[config.mk]
export PLATFORM = sky130hd
export DESIGN_NAME = intrp_arbiter
export DESIGN_NICKNAME = d
export VERILOG_FILES = /design/src/rtl/intrp_arb_pkg.sv /design/src/rtl/rr_pick.sv /design/src/rtl/intrp_arbiter.sv
export SDC_FILE = /design/constraint.sdc
export NUM_CORES = 1
export LEC_CHECK = 0
export BUFFER_PORTS_ARGS = -buffer_cell sky130_fd_sc_hd__buf_4
export CELL_PAD_IN_SITES_DETAIL_PLACEMENT = 0
export CELL_PAD_IN_SITES_GLOBAL_PLACEMENT = 1
export CORE_AREA = 2 2 148 150
export CTS_CLUSTER_SIZE = 14
export DETAILED_ROUTE_END_ITERATION = 12
export DIE_AREA = 0 0 150 152
export PLACE_DENSITY_LB_ADDON = 0.1
export SLEW_MARGIN = 20
export SYNTH_ARGS = -nofsm -noshare
export SYNTH_HDL_FRONTEND = slang
export SYNTH_HIERARCHICAL = 1
export SYNTH_SLANG_ARGS = --single-unit
[constraint.sdc]
create_clock -name action_clock -period 3.2 [get_ports action_clock]
set_clock_uncertainty 0.1 [all_clocks]
set_input_delay 0.16 -clock action_clock [delete_from_list [all_inputs] [get_ports action_clock]]
set_output_delay 0.16 -clock action_clock [all_outputs]
set_load 0.01 [all_outputs]
[src/rtl/intrp_arb_pkg.sv]
// Shared types and constants for the action interrupt arbiter and its round-robin picker.
package intrp_arb_pkg;

    typedef enum logic [1:0] {
        IDLE  = 2'd0,
        ISSUE = 2'd1,
        DONE  = 2'd2
    } arb_state_e;

    localparam int DEF_SRC_W = 64;
    localparam int DEF_CTX_W = 9;

    // Width of a requester index; a single requester still needs one bit.
    function automatic int idx_w(input int n);
        return (n > 1) ? $clog2(n) : 1;
    endfunction

endpackage

[src/rtl/rr_pick.sv]
// Combinational round-robin selector: first eligible bit after last_grant_i, wrapping modulo N.
module rr_pick #(
    parameter int N  = 4,
    parameter int IW = 2
) (
    input  logic [N-1:0]  eligible_i,
    input  logic [IW-1:0] last_grant_i,
    output logic [IW-1:0] grant_o,
    output logic          valid_o
);

    always_comb begin
        int idx;
        idx     = 0;
        grant_o = '0;
        valid_o = 1'b0;
        // Offsets 1..N visit every requester once, ending on last_grant itself.
        for (int i = 1; i <= N; i++) begin
            idx = (int'(last_grant_i) + i) % N;
            if (!valid_o && eligible_i[IW'(idx)]) begin
                valid_o = 1'b1;
                grant_o = IW'(idx);
            end
        end
    end

endmodule

[src/rtl/intrp_arbiter.sv]
// Round-robin sharing of the single action interrupt channel among NUM_REQ requesters.
// Optional ack watchdog enabled by defining INTRP_ARB_TIMEOUT_EN.
module intrp_arbiter
    import intrp_arb_pkg::*;
#(
    parameter int NUM_REQ = 4,
    parameter int SRC_W   = DEF_SRC_W,
    parameter int CTX_W   = DEF_CTX_W,
    parameter int TIMEOUT = 1024
) (
    input  logic                     action_clock,
    input  logic                     action_rst,
    input  logic [NUM_REQ-1:0]       up_en,
    input  logic [NUM_REQ-1:0]       up_req,
    input  logic [NUM_REQ*SRC_W-1:0] up_src,
    input  logic [NUM_REQ*CTX_W-1:0] up_ctx,
    output logic [NUM_REQ-1:0]       up_ack,
    output logic                     intrp_req,
    input  logic                     intrp_ack,
    output logic [SRC_W-1:0]         intrp_src,
    output logic [CTX_W-1:0]         intrp_ctx,
    output logic                     busy,
    output logic                     timeout_err
);

    localparam int IW = idx_w(NUM_REQ);

    arb_state_e         state_q, state_d;
    logic [IW-1:0]      last_grant_q, last_grant_d;
    logic [IW-1:0]      grant_q, grant_d;
    logic [SRC_W-1:0]   src_q, src_d;
    logic [CTX_W-1:0]   ctx_q, ctx_d;
    logic [NUM_REQ-1:0] up_ack_q, up_ack_d;
    logic [IW-1:0]      pick;
    logic               pick_vld;
    logic               to_hit;

    rr_pick #(
        .N  (NUM_REQ),
        .IW (IW)
    ) u_rr_pick (
        .eligible_i   (up_req & up_en),
        .last_grant_i (last_grant_q),
        .grant_o      (pick),
        .valid_o      (pick_vld)
    );

`ifdef INTRP_ARB_TIMEOUT_EN
    localparam int CW = $clog2(TIMEOUT + 1);

    logic [CW-1:0] cnt_q, cnt_d;
    logic          err_q, err_d;

    // Counter sits at zero outside ISSUE, so it is already clear on entry.
    assign to_hit = (state_q == ISSUE) && (cnt_q == CW'(TIMEOUT - 1)) && !intrp_ack;
    assign cnt_d  = (state_q == ISSUE) ? cnt_q + 1'b1 : '0;
    assign err_d  = err_q | to_hit;

    always_ff @(posedge action_clock or posedge action_rst) begin
        if (action_rst) begin
            cnt_q <= '0;
            err_q <= 1'b0;
        end else begin
            cnt_q <= cnt_d;
            err_q <= err_d;
        end
    end

    assign timeout_err = err_q;
`else
    assign to_hit      = 1'b0;
    // TIMEOUT only matters with the watchdog built in.
    assign timeout_err = 1'b0 & (TIMEOUT != 0);
`endif

    always_comb begin
        state_d      = state_q;
        last_grant_d = last_grant_q;
        grant_d      = grant_q;
        src_d        = src_q;
        ctx_d        = ctx_q;
        up_ack_d     = '0;
        case (state_q)
            IDLE: begin
                if (pick_vld) begin
                    state_d      = ISSUE;
                    grant_d      = pick;
                    last_grant_d = pick;
                    src_d        = up_src[int'(pick)*SRC_W +: SRC_W];
                    ctx_d        = up_ctx[int'(pick)*CTX_W +: CTX_W];
                end
            end
            ISSUE: begin
                if (intrp_ack || to_hit) begin
                    state_d           = DONE;
                    up_ack_d[grant_q] = 1'b1;
                end
            end
            DONE:    state_d = IDLE;
            default: state_d = IDLE;
        endcase
    end

    always_ff @(posedge action_clock or posedge action_rst) begin
        if (action_rst) begin
            state_q      <= IDLE;
            last_grant_q <= IW'(NUM_REQ - 1);
            grant_q      <= '0;
            src_q        <= '0;
            ctx_q        <= '0;
            up_ack_q     <= '0;
        end else begin
            state_q      <= state_d;
            last_grant_q <= last_grant_d;
            grant_q      <= grant_d;
            src_q        <= src_d;
            ctx_q        <= ctx_d;
            up_ack_q     <= up_ack_d;
        end
    end

    assign up_ack    = up_ack_q;
    assign intrp_req = (state_q == ISSUE);
    assign busy      = (state_q != IDLE);
    assign intrp_src = src_q;
    assign intrp_ctx = ctx_q;

endmodule

; Yosys cells after proc, flatten, opt, wreduce, memory -nomap -nowiden
; Cells that the tools add are included.
[word_totals]
input_bits = 303
out_inout_bits = 80
register_bits = 83
wordCells = 61
[classes]
n_reduce_logical = 11
add_sub_neg = 4
muxes = 27
order_cmp = 6
n_shift = 2
n_bitwise = 1
n_eq_ne = 3
multipliers = 1
[ops]
columns = cell, n
row1 = variable part select 256 x 9 -> 64 bit, 1
row2 = variable part select 36 x 7 -> 9 bit, 1
row3 = less-than comparator 2 x 4 -> 1 bit (second input constant), 4
row4 = 2-to-1 mux 1 bit, 13
row5 = 2-to-1 mux 2 bit, 6
row6 = binary-select mux 1 bit (select 2 bit), 4
row7 = 2-to-1 mux 4 bit, 2
row8 = multiplier 2 x 4 -> 6 bit (second input constant), 1
row9 = adder 2 x 1 -> 2 bit (second input constant), 2
row10 = adder 2 bit (second input constant), 2
row11 = AND 4 bit, 1
row12 = logical AND 1 bit, 4
row13 = one-hot mux 2 bit (2 select lines), 1
row14 = AND reduction 2 bit, 2
row15 = logical NOT 1 bit, 3
row16 = less-than comparator 2 x 3 -> 1 bit (second input constant), 1
row17 = demux 1 bit (select 2 bit), 1
row18 = == test 2 x 1 -> 1 bit (second input constant), 1
row19 = >= comparator 2 x 1 -> 1 bit (second input constant), 1
row20 = logical NOT 2 bit, 1
row21 = != test 2 x 1 -> 1 bit (second input constant), 1
row22 = != test 2 bit (second input constant), 1
row23 = nonzero test 2 bit, 1

; Depth between registers and ports, before layout
[logic_depth]
ltp_word = 16
ltp_mapped = 8
depth_no_buf = 6

; Modules after synthesis
; The synthesis kept the hierarchy.
[modules_own_cells]
columns = module, n_inst, cells_per_inst, area_each_um2
row1 = intrp_arbiter, 1, 275, 4860.9
row2 = rr_pick, 1, 14, 91.3

; Least setup slack after synthesis
; Ideal clock, no wire load.
[synth_timing]
path_kind = register to register
start = register last_grant_q[1]
end = register src_q[46] (netlist: intrp_src[46])
t_required_ns = 2.975
n_path_buf = 2
t_arrival_ns = 2.043
slack_ns = 0.932
synth_period_minus_slack_ns = 2.268
path_stages_with_launch = 8
setup_time_ns = 0.125
cell_sequence = dfstp_2 -> nand2b_1 -> a21oi_2 -> o221ai_2 -> buf_6 -> buf_6 -> mux4_2 -> mux2_2
[synth_between]
elab_chain_cells = 15
[synth_lines]
columns = item, line_no
row1 = from (decl), intrp_arbiter.sv:29  ; logic [IW-1:0] last_grant_q, last_grant_d;
row2 = from (signal assigned), intrp_arbiter.sv:107  ; last_grant_q <= IW'(NUM_REQ - 1);
row3 = from (signal assigned), intrp_arbiter.sv:114  ; last_grant_q <= last_grant_d;
row4 = adder 2 x 1 -> 2 bit, rr_pick.sv:19  ; idx = (int'(last_grant_i) + i) % N;
row5 = binary-select mux 1 bit (select 2 bit), rr_pick.sv:20  ; if (!valid_o && eligible_i[IW'(idx)]) begin
row6 = 2-to-1 mux 1 bit (not written as such) (2 in a row), rr_pick.sv:20
row7 = 2-to-1 mux 1 bit, rr_pick.sv:20
row8 = logical NOT 1 bit, rr_pick.sv:20
row9 = logical AND 1 bit, rr_pick.sv:20
row10 = 2-to-1 mux 1 bit, rr_pick.sv:20
row11 = logical NOT 1 bit, rr_pick.sv:20
row12 = logical AND 1 bit, rr_pick.sv:20
row13 = 2-to-1 mux 1 bit, rr_pick.sv:20
row14 = logical NOT 1 bit, rr_pick.sv:20
row15 = logical AND 1 bit, rr_pick.sv:20
row16 = 2-to-1 mux 2 bit (*), rr_pick.sv:20
row17 = net pick[0], intrp_arbiter.sv:34  ; logic [IW-1:0] pick;
row18 = variable part select 256 x 9 -> 64 bit (*), intrp_arbiter.sv:89  ; src_d = up_src[int'(pick)*SRC_W +: SRC_W];
row19 = to (signal assigned), intrp_arbiter.sv:116  ; src_q <= src_d;
row20 = to (decl), intrp_arbiter.sv:31  ; logic [SRC_W-1:0] src_q, src_d;
; The timed path passes the listed nets; every way through them passes the cells marked *. The select of a mux whose other input is x is not followed.
; A chain may end at the register's enable or synchronous reset.

; Worst setup path in the final report
[layout_timing]
start = register last_grant_q[1]
end = register src_q[29] (netlist: intrp_src[29])
; The elaborated chain is that of the path after synthesis.

==> run summary <==
Gr usage total = 15.2%
Seq/Total Area, Yosys = 42.0%
Antenna Nets Post-Route = 0
Cts repair resizes = 0
First-pass GRT wire length = 26.3 mm
Wl on met1 = 6.18 mm
Highest metal used = met4
Upper clock frequency limit = 0.405 GHz
Mapped Area = 4950 sq um
Most common cell in the netlist = dfrtp_1
IR drop worst, VDD = 420 uV
Fin nets = 969
Largest family of logic cells by synthesized area = multiplexers
GR Overflow Total = 0
Worst skew pair latency = 0.34 ns
Count of state elements after synthesis = 83
Period utilization = 77.1%
Mux cell area share after synthesis = 50.9%
Syn avg cell area = 17.1 sq um
Placed cell count = 933
Vias = 4295
Starting Density = 23.2%
WL/cell = 18.6 um
First-pass DRT Iterations = 4
Post-synth top area cell = dfrtp_1
Peak per-stage delay on the critical path = 0.59 ns
EDFF count, synth = 0
Setup-failing EPs final = 0
CTS tree = done
Async S/R FF share, synth = 100%
Netlist cell types = 28
Main synth FF type = dfrtp_1
Worst EP arrival = 2.60 ns
Num CTS Buffers = 9
Final Hold Viols = 0
Max Cap Viol = 0
Die Wd = 150 um
Slew @ Worst Pin = 0.698 ns
Worst-path clk slew = 0.07 ns
Final Slew Violations = 0
Setup CP Type = register to register
Synth area leaders = dfrtp_1 41%, mux4_2 33%, mux2_2 18%, buf_6 1.4%, buf_2 1.1%
Syn Nets = 592
Die ar. = 22800 sq um
Critical Path RT = 3.33 ns
Met3 routed WL = 1.51 mm
Largest net degree at the start of global routing = 51
Crit start category = register
Die height = 152 um
Total Power = 6.19 mW
Area growth from synthesis to layout = 70.9%
Core area = 21400 sq um
Via density = 4.52
Status = finished, final reports clean
PwrDens = 732 nW/um^2
Routed wl met2 = 9.64 mm
Initial antenna violation count = 0
Ratio of cells with drive above 1 in the final layout = 83.9%
Routed wire length = 17.7 mm
Gpl congestion = 0.794
RSZ-0062 raised after global routing = false
Min Tclk post-route = 2.47 ns
Post-route insts no fill = 951
Syn. warnings = 6
Yosys top cell area share = 40.9%
IO Count = 383
PortBufs = 381
Core Util, Final = 39.6%
Starting DRT DRC Count = 148
CP max stage cell = dfstp_2
Clock buffer depth = 2
Hold/Removal Path Class = primary input to register
Xor and xnor area share after synthesis = 0%
Adder-cell share of the synthesized area = 0%
Worst Path Max Fanout = 42
Synth Area in Simple Gates = 2.45%
Crit path cell chain = nand2b_1 -> a21oi_2 -> o221ai_4 -> buf_12 -> mux4_2 -> mux2_2
Pleak = 3.86 nW
Final TNS setup = 0 ns
Post-DP HPWL = 14.1 mm
Clk root buf = clkbuf_16
Synth Area in Compound Gates = 0.960%
Number of global-route vias before repair = 4780
Remaining DRCs = 0
Row cnt = 54
Max_slew headroom = 53.4%
# clock sinks = 83
Crit end category = register
Cells after synthesis = 289
ANT cells = 0
Post-synth top cells = 81 x dfrtp_1, 77 x mux2_2, 73 x mux4_2, 11 x buf_2, 6 x buf_6
H-tree depth = 3
area by class of cell:
type / count / area, sq um
Fill cell: 2074 / 12900
Timing Repair Buffer: 391 / 3000
Multi-Input combinational cell: 177 / 2720
Sequential cell: 83 / 2080
Tap cell: 280 / 350
Clock buffer: 11 / 253
Clock inverter: 5 / 37.5
Inverter: 4 / 16.3
stage by stage:
step	hold slack, ns	instance area (sq um)	setup slack [ns]
global placement	0.193	8150	0.759
CTS	0.139	8460	0.692
detailed placement	0.193	8150	0.715
global route	0.152	8460	0.603
finish	0.152	8460	0.733
floorplan	0.215	4950	0.807
path summary, 6_finish.rpt:
kind                                 startpoint         endpoint  slack, ns  cells past startpoint
worst min-delay path                up_src[182]    intrp_src[54]       0.15                      3
max in group asynchronous            action_rst  last_grant_q[1]       1.88                      4
min in group asynchronous            action_rst    intrp_src[29]       0.36                      3
worst max-delay path            last_grant_q[1]    intrp_src[29]       0.73                      6
worst max register to register  last_grant_q[1]    intrp_src[29]       0.73                      6
worst min register to register       grant_q[0]        up_ack[2]       0.39                      1
worst max-delay path, delay by kind of cell, from the launching register on:
kind,cells,cell delay (ns)
flip-flops,1,0.59
AO/OA/AOI/OAI,2,0.32
buffers and inverters,1,0.35
multiplexers,2,0.83
AND/OR/NAND/NOR,1,0.14
logic make-up (layout without fill, tap and decap cells):
kind of cell	count (synthesis)	after routing
flops	83	83
mux	151	151
simple gates	19	19
compound gates	6	6
other cells	1	1
buf+inv	29	411
registers in the layout (all words and copies together), names as in the netlist:
register and count:
grant_q 2, intrp_src 64, intrp_ctx 9, up_ack 4
state_q 2, last_grant_q 2
cells in the final DEF, fill, tap and decap left out:
cell type / instances
dfrtp_1: 81
nand3b_1: 1
conb_1: 1
and2_1: 4
dfstp_2: 2
clkinvlp_4: 2
and3_1: 1
mux4_2: 73
a21oi_1: 1
a31oi_1: 1
clkbuf_8: 2
and2b_1: 1
clkinv_2: 2
buf_12: 5
a21oi_2: 1
nand2_1: 1
nand2b_1: 3
a21o_1: 1
nor2_1: 2
a21oi_4: 1
mux2i_1: 1
buf_4: 384
nor3b_4: 1
nor2b_1: 1
clkinv_4: 2
mux2_2: 77
nor3_1: 1
or2_2: 1
clkbuf_16: 9
nor3b_1: 2
o221ai_4: 1
inv_1: 3
dlygate4sd3_1: 2
metal layers:
layer,vias to the layer above,GRT usage [%]
met1,2135,16.4
met5,-,0
met3,22,3.60
met2,214,28.7
li1,1924,-
met4,0,5.21
power breakdown:
part / total (mW) / switching (mW) / internal (mW) / leakage, nW
clock: 1.02 / 0.452 / 0.570 / 0.138
combinational: 3.28 / 1.28 / 2.00 / 2.74
sequential: 1.89 / 0.296 / 1.59 / 0.980
total: 6.19 / 2.03 / 4.16 / 3.86
what timing repair did:
item                                   in CTS  in global routing
setup buffers                               0                  0
endpoints found under the hold margin      34                  0
hold buffers                                2                  0
(Power assumes the default switching activity.)
